### config.mk
export PLATFORM = sky130hd
export DESIGN_NAME = hazard_scoreboard
export DESIGN_NICKNAME = d
export VERILOG_FILES = /design/src/rtl/hazard_scoreboard.sv
export SDC_FILE = /design/constraint.sdc
export NUM_CORES = 1
export LEC_CHECK = 0
export CAP_MARGIN = 20
export CELL_PAD_IN_SITES_DETAIL_PLACEMENT = 0
export CELL_PAD_IN_SITES_GLOBAL_PLACEMENT = 1
export CORE_MARGIN = 4
export CORE_UTILIZATION = 35
export DETAILED_ROUTE_END_ITERATION = 12
export GPL_TIMING_DRIVEN = 0
export PLACE_DENSITY = 0.74
export SLEW_MARGIN = 5
export SYNTH_ARGS = -nofsm -noshare
export SYNTH_HDL_FRONTEND = slang
export SYNTH_SLANG_ARGS = --single-unit
### constraint.sdc
create_clock -name clk -period 2.2 [get_ports clk]
set_clock_uncertainty 0.15 [all_clocks]
set_input_delay 0.22 -clock clk [delete_from_list [all_inputs] [get_ports clk]]
set_output_delay 0.22 -clock clk [all_outputs]
set_load 0.05 [all_outputs]
### src/rtl/hazard_scoreboard.sv
// hazard_scoreboard: parametrised load-use hazard and operand-forwarding unit.
// Tracks destination registers of in-flight instructions from EX (index 0)
// to WB (index DEPTH-1) and drives PC/IF_ID enables, flush, bubble and the
// EX operand forwarding selects.
// Optional feature macro: HAZARD_PERF_EN adds saturating stall/flush
// cycle counters (stall_cycles, flush_cycles).
module hazard_scoreboard #(
   parameter int unsigned REG_AW   = 5,
   parameter int unsigned DEPTH    = 3,
   parameter int unsigned LOAD_LAT = 1,
   parameter int unsigned FW       = $clog2(DEPTH)
) (
   input  logic              clk,
   input  logic              reset,
   input  logic              freeze,
   input  logic              id_valid,
   input  logic [REG_AW-1:0] id_rs1,
   input  logic [REG_AW-1:0] id_rs2,
   input  logic              id_rs1_used,
   input  logic              id_rs2_used,
   input  logic [REG_AW-1:0] id_rd,
   input  logic              id_reg_write,
   input  logic              id_mem_read,
   input  logic              ex_branch_taken,
   output logic              pc_write,
   output logic              if_id_write,
   output logic              if_id_flush,
   output logic              id_ex_bubble,
   output logic [FW-1:0]     fwd_a,
   output logic [FW-1:0]     fwd_b,
`ifdef HAZARD_PERF_EN
   output logic [31:0]       stall_cycles,
   output logic [31:0]       flush_cycles,
`endif
   output logic              stall
);

   localparam int unsigned CNT_W = 32;

   typedef struct packed {
      logic              v;
      logic [REG_AW-1:0] rd;
      logic              wr;
      logic              ld;
      logic [REG_AW-1:0] rs1;
      logic [REG_AW-1:0] rs2;
      logic              u1;
      logic              u2;
   } entry_t;

   entry_t          r_sb [DEPTH];
   entry_t          w_id_entry;
   logic            w_hit;
   logic            w_stall;
   logic [FW-1:0]   w_fwd_a;
   logic [FW-1:0]   w_fwd_b;
   logic            w_early_a;
   logic            w_early_b;

   // Load-use match: a load still too young to forward feeds an ID source
   always_comb begin
      w_hit = 1'b0;
      for (int i = 0; i < int'(LOAD_LAT); i++) begin
         if (r_sb[i].v && r_sb[i].wr && r_sb[i].ld && (r_sb[i].rd != '0)) begin
            if (id_rs1_used && (r_sb[i].rd == id_rs1)) w_hit = 1'b1;
            if (id_rs2_used && (r_sb[i].rd == id_rs2)) w_hit = 1'b1;
         end
      end
      w_stall = id_valid && !ex_branch_taken && w_hit;
   end

   // Forward select for the EX operands; scan oldest to youngest so the youngest producer wins
   always_comb begin
      w_fwd_a   = '0;
      w_fwd_b   = '0;
      w_early_a = 1'b0;
      w_early_b = 1'b0;
      if (r_sb[0].v) begin
         for (int k = int'(DEPTH) - 1; k >= 1; k--) begin
            if (r_sb[k].v && r_sb[k].wr && (r_sb[k].rd != '0)) begin
               if (r_sb[0].u1 && (r_sb[k].rd == r_sb[0].rs1)) begin
                  w_fwd_a   = FW'(k);
                  w_early_a = r_sb[k].ld && (k < 1 + int'(LOAD_LAT));
               end
               if (r_sb[0].u2 && (r_sb[k].rd == r_sb[0].rs2)) begin
                  w_fwd_b   = FW'(k);
                  w_early_b = r_sb[k].ld && (k < 1 + int'(LOAD_LAT));
               end
            end
         end
      end
   end

   // Pipeline control: reset values first, then freeze > flush > stall
   always_comb begin
      pc_write     = 1'b1;
      if_id_write  = 1'b1;
      if_id_flush  = 1'b0;
      id_ex_bubble = 1'b0;
      stall        = 1'b0;
      fwd_a        = '0;
      fwd_b        = '0;
      if (reset) begin
         stall = w_stall;
         fwd_a = w_fwd_a;
         fwd_b = w_fwd_b;
         if (freeze) begin
            pc_write    = 1'b0;
            if_id_write = 1'b0;
         end else if (ex_branch_taken) begin
            if_id_flush  = 1'b1;
            id_ex_bubble = 1'b1;
         end else if (w_stall) begin
            pc_write     = 1'b0;
            if_id_write  = 1'b0;
            id_ex_bubble = 1'b1;
         end
      end
   end

   // Entry captured from ID; a bubbled or empty slot is marked invalid
   always_comb begin
      w_id_entry     = '0;
      w_id_entry.v   = id_valid && !id_ex_bubble;
      w_id_entry.rd  = id_rd;
      w_id_entry.wr  = id_reg_write;
      w_id_entry.ld  = id_mem_read;
      w_id_entry.rs1 = id_rs1;
      w_id_entry.rs2 = id_rs2;
      w_id_entry.u1  = id_rs1_used;
      w_id_entry.u2  = id_rs2_used;
   end

   // Scoreboard shift EX->WB; holds while frozen, oldest entry drops off at WB
   always_ff @(posedge clk or negedge reset) begin
      if (!reset) begin
         for (int i = 0; i < int'(DEPTH); i++) begin
            r_sb[i] <= '0;
         end
      end else if (!freeze) begin
         for (int i = 1; i < int'(DEPTH); i++) begin
            r_sb[i] <= r_sb[i-1];
         end
         r_sb[0] <= w_id_entry;
      end
   end

   // A load must never be forwarded before its data is available
   always_ff @(posedge clk) begin
      if (reset) begin
         a_no_early_fwd_a : assert (!w_early_a);
         a_no_early_fwd_b : assert (!w_early_b);
      end
   end

`ifdef HAZARD_PERF_EN
   logic [CNT_W-1:0] r_stall_cnt;
   logic [CNT_W-1:0] r_flush_cnt;

   // Saturating counts of non-frozen stall and flush cycles
   always_ff @(posedge clk or negedge reset) begin
      if (!reset) begin
         r_stall_cnt <= '0;
         r_flush_cnt <= '0;
      end else if (!freeze) begin
         if (w_stall && (r_stall_cnt != '1)) r_stall_cnt <= r_stall_cnt + CNT_W'(1);
         if (ex_branch_taken && (r_flush_cnt != '1)) r_flush_cnt <= r_flush_cnt + CNT_W'(1);
      end
   end

   assign stall_cycles = r_stall_cnt;
   assign flush_cycles = r_flush_cnt;
`endif

endmodule
== Word-level counts from Yosys, hierarchy flattened ==
Cells that the tools add are included.
Word-level totals
  register bits: 34
  bits of input ports: 24
  output and inout port bits: 9
Operators by class
  equal/unequal tests: 6
  muxes and demuxes: 27
  reduce and logical (&&, ||, !) cells: 21
Operators with widths (count)
  5-bit == test: 6
  2-bit two-way mux: 12
  1-bit logical AND: 16
  1-bit two-way mux: 15
  5-bit nonzero test: 3
  1-bit zero test: 2

== Longest topological paths before layout ==
  word-level depth: 12
  gate-level depth with buffers: 5
  mapped depth without buffers: 4

== Worst setup path before layout ==
OpenSTA, ideal clock, no wires.
  path type: reg2out
  start point: register r_sb[55] in the netlist's numbering
  end point: output pc_write
  data arrival time: 2.380 ns
  path slack: -0.550 ns
  stages on the path, launching flop included: 6
  cells stage by stage: dfrtp_1 or4_4 o211ai_2 nor2_1 a22oi_1 buf_4
Between the ends
  word-level cells in the longest chain between the ends: 10
  elaborated cells between the ends (all ways): 14
Ends and longest elaborated chain
  start, declared: line 51  | entry_t r_sb [DEPTH];
  start signal, assigned by index: line 142  | r_sb[i] <= r_sb[i-1];
  5-bit == test: line 65  | if (id_rs1_used && (r_sb[i].rd == id_rs1)) w_hit = 1'b1;
  1-bit logical AND: line 65
  1-bit two-way mux: line 65
  1-bit two-way mux: line 66  | if (id_rs2_used && (r_sb[i].rd == id_rs2)) w_hit = 1'b1;
  1-bit two-way mux (*): line 64  | if (r_sb[i].v && r_sb[i].wr && r_sb[i].ld && (r_sb[i].rd != '0)) begin
  1-bit logical AND (*): line 69  | w_stall = id_valid && !ex_branch_taken && w_hit;
  1-bit two-way mux (*) (4 in series)
  end, declared: line 25  | output logic pc_write,
Every way passes the cells marked *; elsewhere a longest branch is shown, timed or not.

== Worst setup path after layout ==
  start point: register r_sb[56] in the netlist's numbering
  end point: output if_id_write
Between the ends
  word-level cells in the longest chain between the ends: 10
  elaborated cells between the ends (all ways): 14
Ends and longest elaborated chain
  5-bit == test: line 65
  1-bit logical AND: line 65
  1-bit two-way mux: line 65
  1-bit two-way mux: line 66
  1-bit two-way mux (*): line 64
  1-bit logical AND (*): line 69
  1-bit two-way mux (*): line 113  | end else if (w_stall) begin
  1-bit two-way mux (*): line 110  | end else if (ex_branch_taken) begin
  1-bit two-way mux (*): line 107  | if (freeze) begin
  1-bit two-way mux (*): line 103  | if (reset) begin
  end, declared: line 26  | output logic if_id_write,
Marks and branches as above.

==> results_dict.tcl <==
set metrics [dict create \
    hp-class "in -> reg" \
    critPathKind "reg -> out" \
    start_util 0.3668 \
    post-route-drc-count 0 \
    arrival_ns 1.95 \
    end_kind "output port" \
    dp_hpwl_microns 3100 \
    leakage_nw 0.9981 \
    die-area_sq_um 6213 \
    finalSetupViolations 5 \
    ys_types 25 \
    grt_start_max_net_pins 35 \
    overflow 0 \
    final_common_cell "mux2_2" \
    fillCellCount 395 \
    synth_xor_area_frac 0.1497 \
    post-place-cells 239 \
    power.density_nw_per_um2 678.4 \
    synth_warnings 0 \
    area_delta_synth_final_pct 39.84 \
    syn_nets 165 \
    antenna_found_initial 0 \
    drtIter0Drc 39 \
    netlist_instances 141 \
    clkSlewWorstSetupHoldPaths_ns 0.07 \
    cts_tree "yes" \
    period_share 1.056 \
    synth_compound_area_frac 0.03920 \
    globalplace.congestion 0.7983 \
    grt_pass1_vias 1409 \
    postRouteAntennaNets 0 \
    htree_levels 2 \
    cts_buffer_depth 2 \
    largest-register "r_sb" \
    cts_root_buf "clkbuf_8" \
    stdcell_area_sq_um 2455 \
    start_kind "flop" \
    grt_pass1_wl_microns 7155 \
    synth.avg_cell_area_sq_um 12.45 \
    max_cap_violations 0 \
    yosys-mux-area-fraction 0.2117 \
    fin_nets 217 \
    port_buffers 31 \
    synthArstFlopShare 1.000 \
    path_cells "or4_4 > o211ai_4 > nor2_2 > a22oi_2 > buf_4 > buf_8" \
    instances_no_fill 261 \
    worst_path_max_delay_cell "or4_4" \
    cp_slowest_stage_delay_ns 0.56 \
    fmax_mhz 430.3 \
    drtPass1Iterations 4 \
    syn_area_sq_um 1755 \
    drt-vias-per-instance 4.900 \
    ys.flop_type "dfrtp_1" \
    worst_slew_pin_slew_ns 0.6605 \
    placed_cell_area_sq_um 2165 \
    reg_top3 "r_sb: 34 flops" \
    dieHeight_microns 78.82 \
    ys_ff_latch 34 \
    ios 33 \
    layout-drive-gt1-share 0.4381 \
    core_area_sq_um 4786 \
    largest_reg_flops 34 \
    grt_usage 0.1534 \
    diodes 0 \
    path_max_fanout 3 \
    rsz0062_at_grt "yes" \
    vdd_drop_max_uv 601.0 \
    finalWirelength_microns 4266 \
    row_count 25 \
    yosysSeqAreaShare 0.4847 \
    status "finished with violations" \
    synth_top_family_by_area "multiplexers" \
    clock_latency_ns 0.28 \
    fin_ws_ns -0.1239 \
    period_needed_ns 2.324 \
    vias 1279 \
    cp.required_ns 1.83 \
    regArea_sq_um 855.8 \
    finalHoldViolations 0 \
    synth_edf_count 0 \
    violations "setup timing" \
    clock_sinks 34 \
    die_w_microns 78.82 \
    synthAdderAreaFrac 0 \
    synth-simple-area-share 0.09551 \
    cts_buffers 5 \
    maxSlewViolCount 0 \
    multi_input_area_sq_um 942.2 \
    most-common-layout-cells "33 x mux2_2, 30 x dfrtp_1, 22 x xnor2_1, 21 x clkdlybuf4s50_1, 13 x buf_4" \
    wl_per_cell_microns 16.34 \
    relSlewSlack 0.5597 \
]
## final timing paths
kind                                      start                    to  slack (ns)  depth (start not counted)
min                                       reset  r_sb[59]$_DFFE_PN0N_        0.24                          4
max reg2reg                r_sb[56]$_DFFE_PN0N_  r_sb[59]$_DFFE_PN0N_        0.42                          5
min in group asynchronous                 reset  r_sb[56]$_DFFE_PN0N_        0.40                          3
max in group asynchronous                 reset  r_sb[57]$_DFFE_PN0N_        1.31                          3
max                        r_sb[56]$_DFFE_PN0N_           if_id_write       -0.12                          6
min reg2reg                r_sb[13]$_DFFE_PN0N_  r_sb[13]$_DFFE_PN0N_        0.37                          1
## metrics by stage
| step | setup WS, ns | total power, W | hold slack [ns] | util | setup TNS [ns] |
|---|---|---|---|---|---|
| finish | -0.1239 | 0.001665 | 0.2432 | 0.5129 | -0.4176 |
| floorplan | -0.2362 | 0.001022 | -0.2256 | - | -0.2362 |
| global route | -0.1895 | 0.001760 | 0.2501 | 0.5129 | -0.8447 |
| CTS | -0.1612 | 0.001671 | 0.2193 | 0.5054 | -0.5137 |
| global placement | -1.573 | 0.001134 | 0.3404 | 0.4533 | -13.78 |
| detailed placement | -0.5893 | 0.001154 | 0.2073 | 0.4523 | -4.445 |
## metal layers
layer / vias up / routed length [microns] / global-route usage
li1: 610 / - / -
met1: 635 / 1847 / 0.1874
met2: 29 / 2196 / 0.2699
met3: 5 / 170 / 0.03401
met4: 0 / 51 / 0.04639
met5: - / 0 / 0
## where the power goes
part	total, W	switching [W]	internal (W)
registers	0.000816	0.000108	0.000708
clock network	0.000464	0.000211	0.000252
logic	0.000386	0.000156	0.000230
## repair_timing
| action | CTS | global route |
|---|---|---|
| hold buffers | 2 | 0 |
| endpoints found under the hold margin | 34 | 0 |
| pin swaps | 13 | 2 |
| endpoints found under the setup margin | 9 | 8 |
| resized for setup | 68 | 6 |
| setup buffers | 11 | 1 |
## kinds of logic (layout without fill, tap and decap cells)
group / after synthesis / count (layout)
buffers and inverters: 7 / 60
DFF: 34 / 34
AOI/OAI and AO/OA: 9 / 9
and+or+nand+nor: 28 / 28
muxes: 33 / 33
xor gates and xnor gates: 30 / 30
## cells in the mapped netlist (all sizes together) (2+ instances only)
cell type	instances	share of area
mux2	33	0.21
nor3	4	0.014
and3	2	0.0071
xnor2	22	0.11
buf	4	0.013
nor4	2	0.0071
inv	2	0.0043
o211ai	2	0.014
a21oi	3	0.0086
dfrtp	34	0.48
nand4	7	0.025
or4	2	0.011
xor2	8	0.040
nor3b	2	0.0086
nand2	4	0.0086
nor2	4	0.0086
## worst max-delay path: cells and delay by family, from the launching register on
family / cells / cell delay, ns
AOI/OAI and AO/OA: 2 / 0.35
buffers and inverters: 2 / 0.27
DFF: 1 / 0.43
and+or+nand+nor: 2 / 0.62
## cell type report
class                   instances  area share
inverters                       2    0.003058
well taps                      67     0.03415
repair buffers                 45      0.1825
multi-input cells             100      0.3838
clock inverters                 1    0.002039
clock buffers                   7     0.03517
flip-flops and latches         34      0.3486
plain buffers                   5     0.01070
No activity file was read; power rests on OpenSTA's default activity.
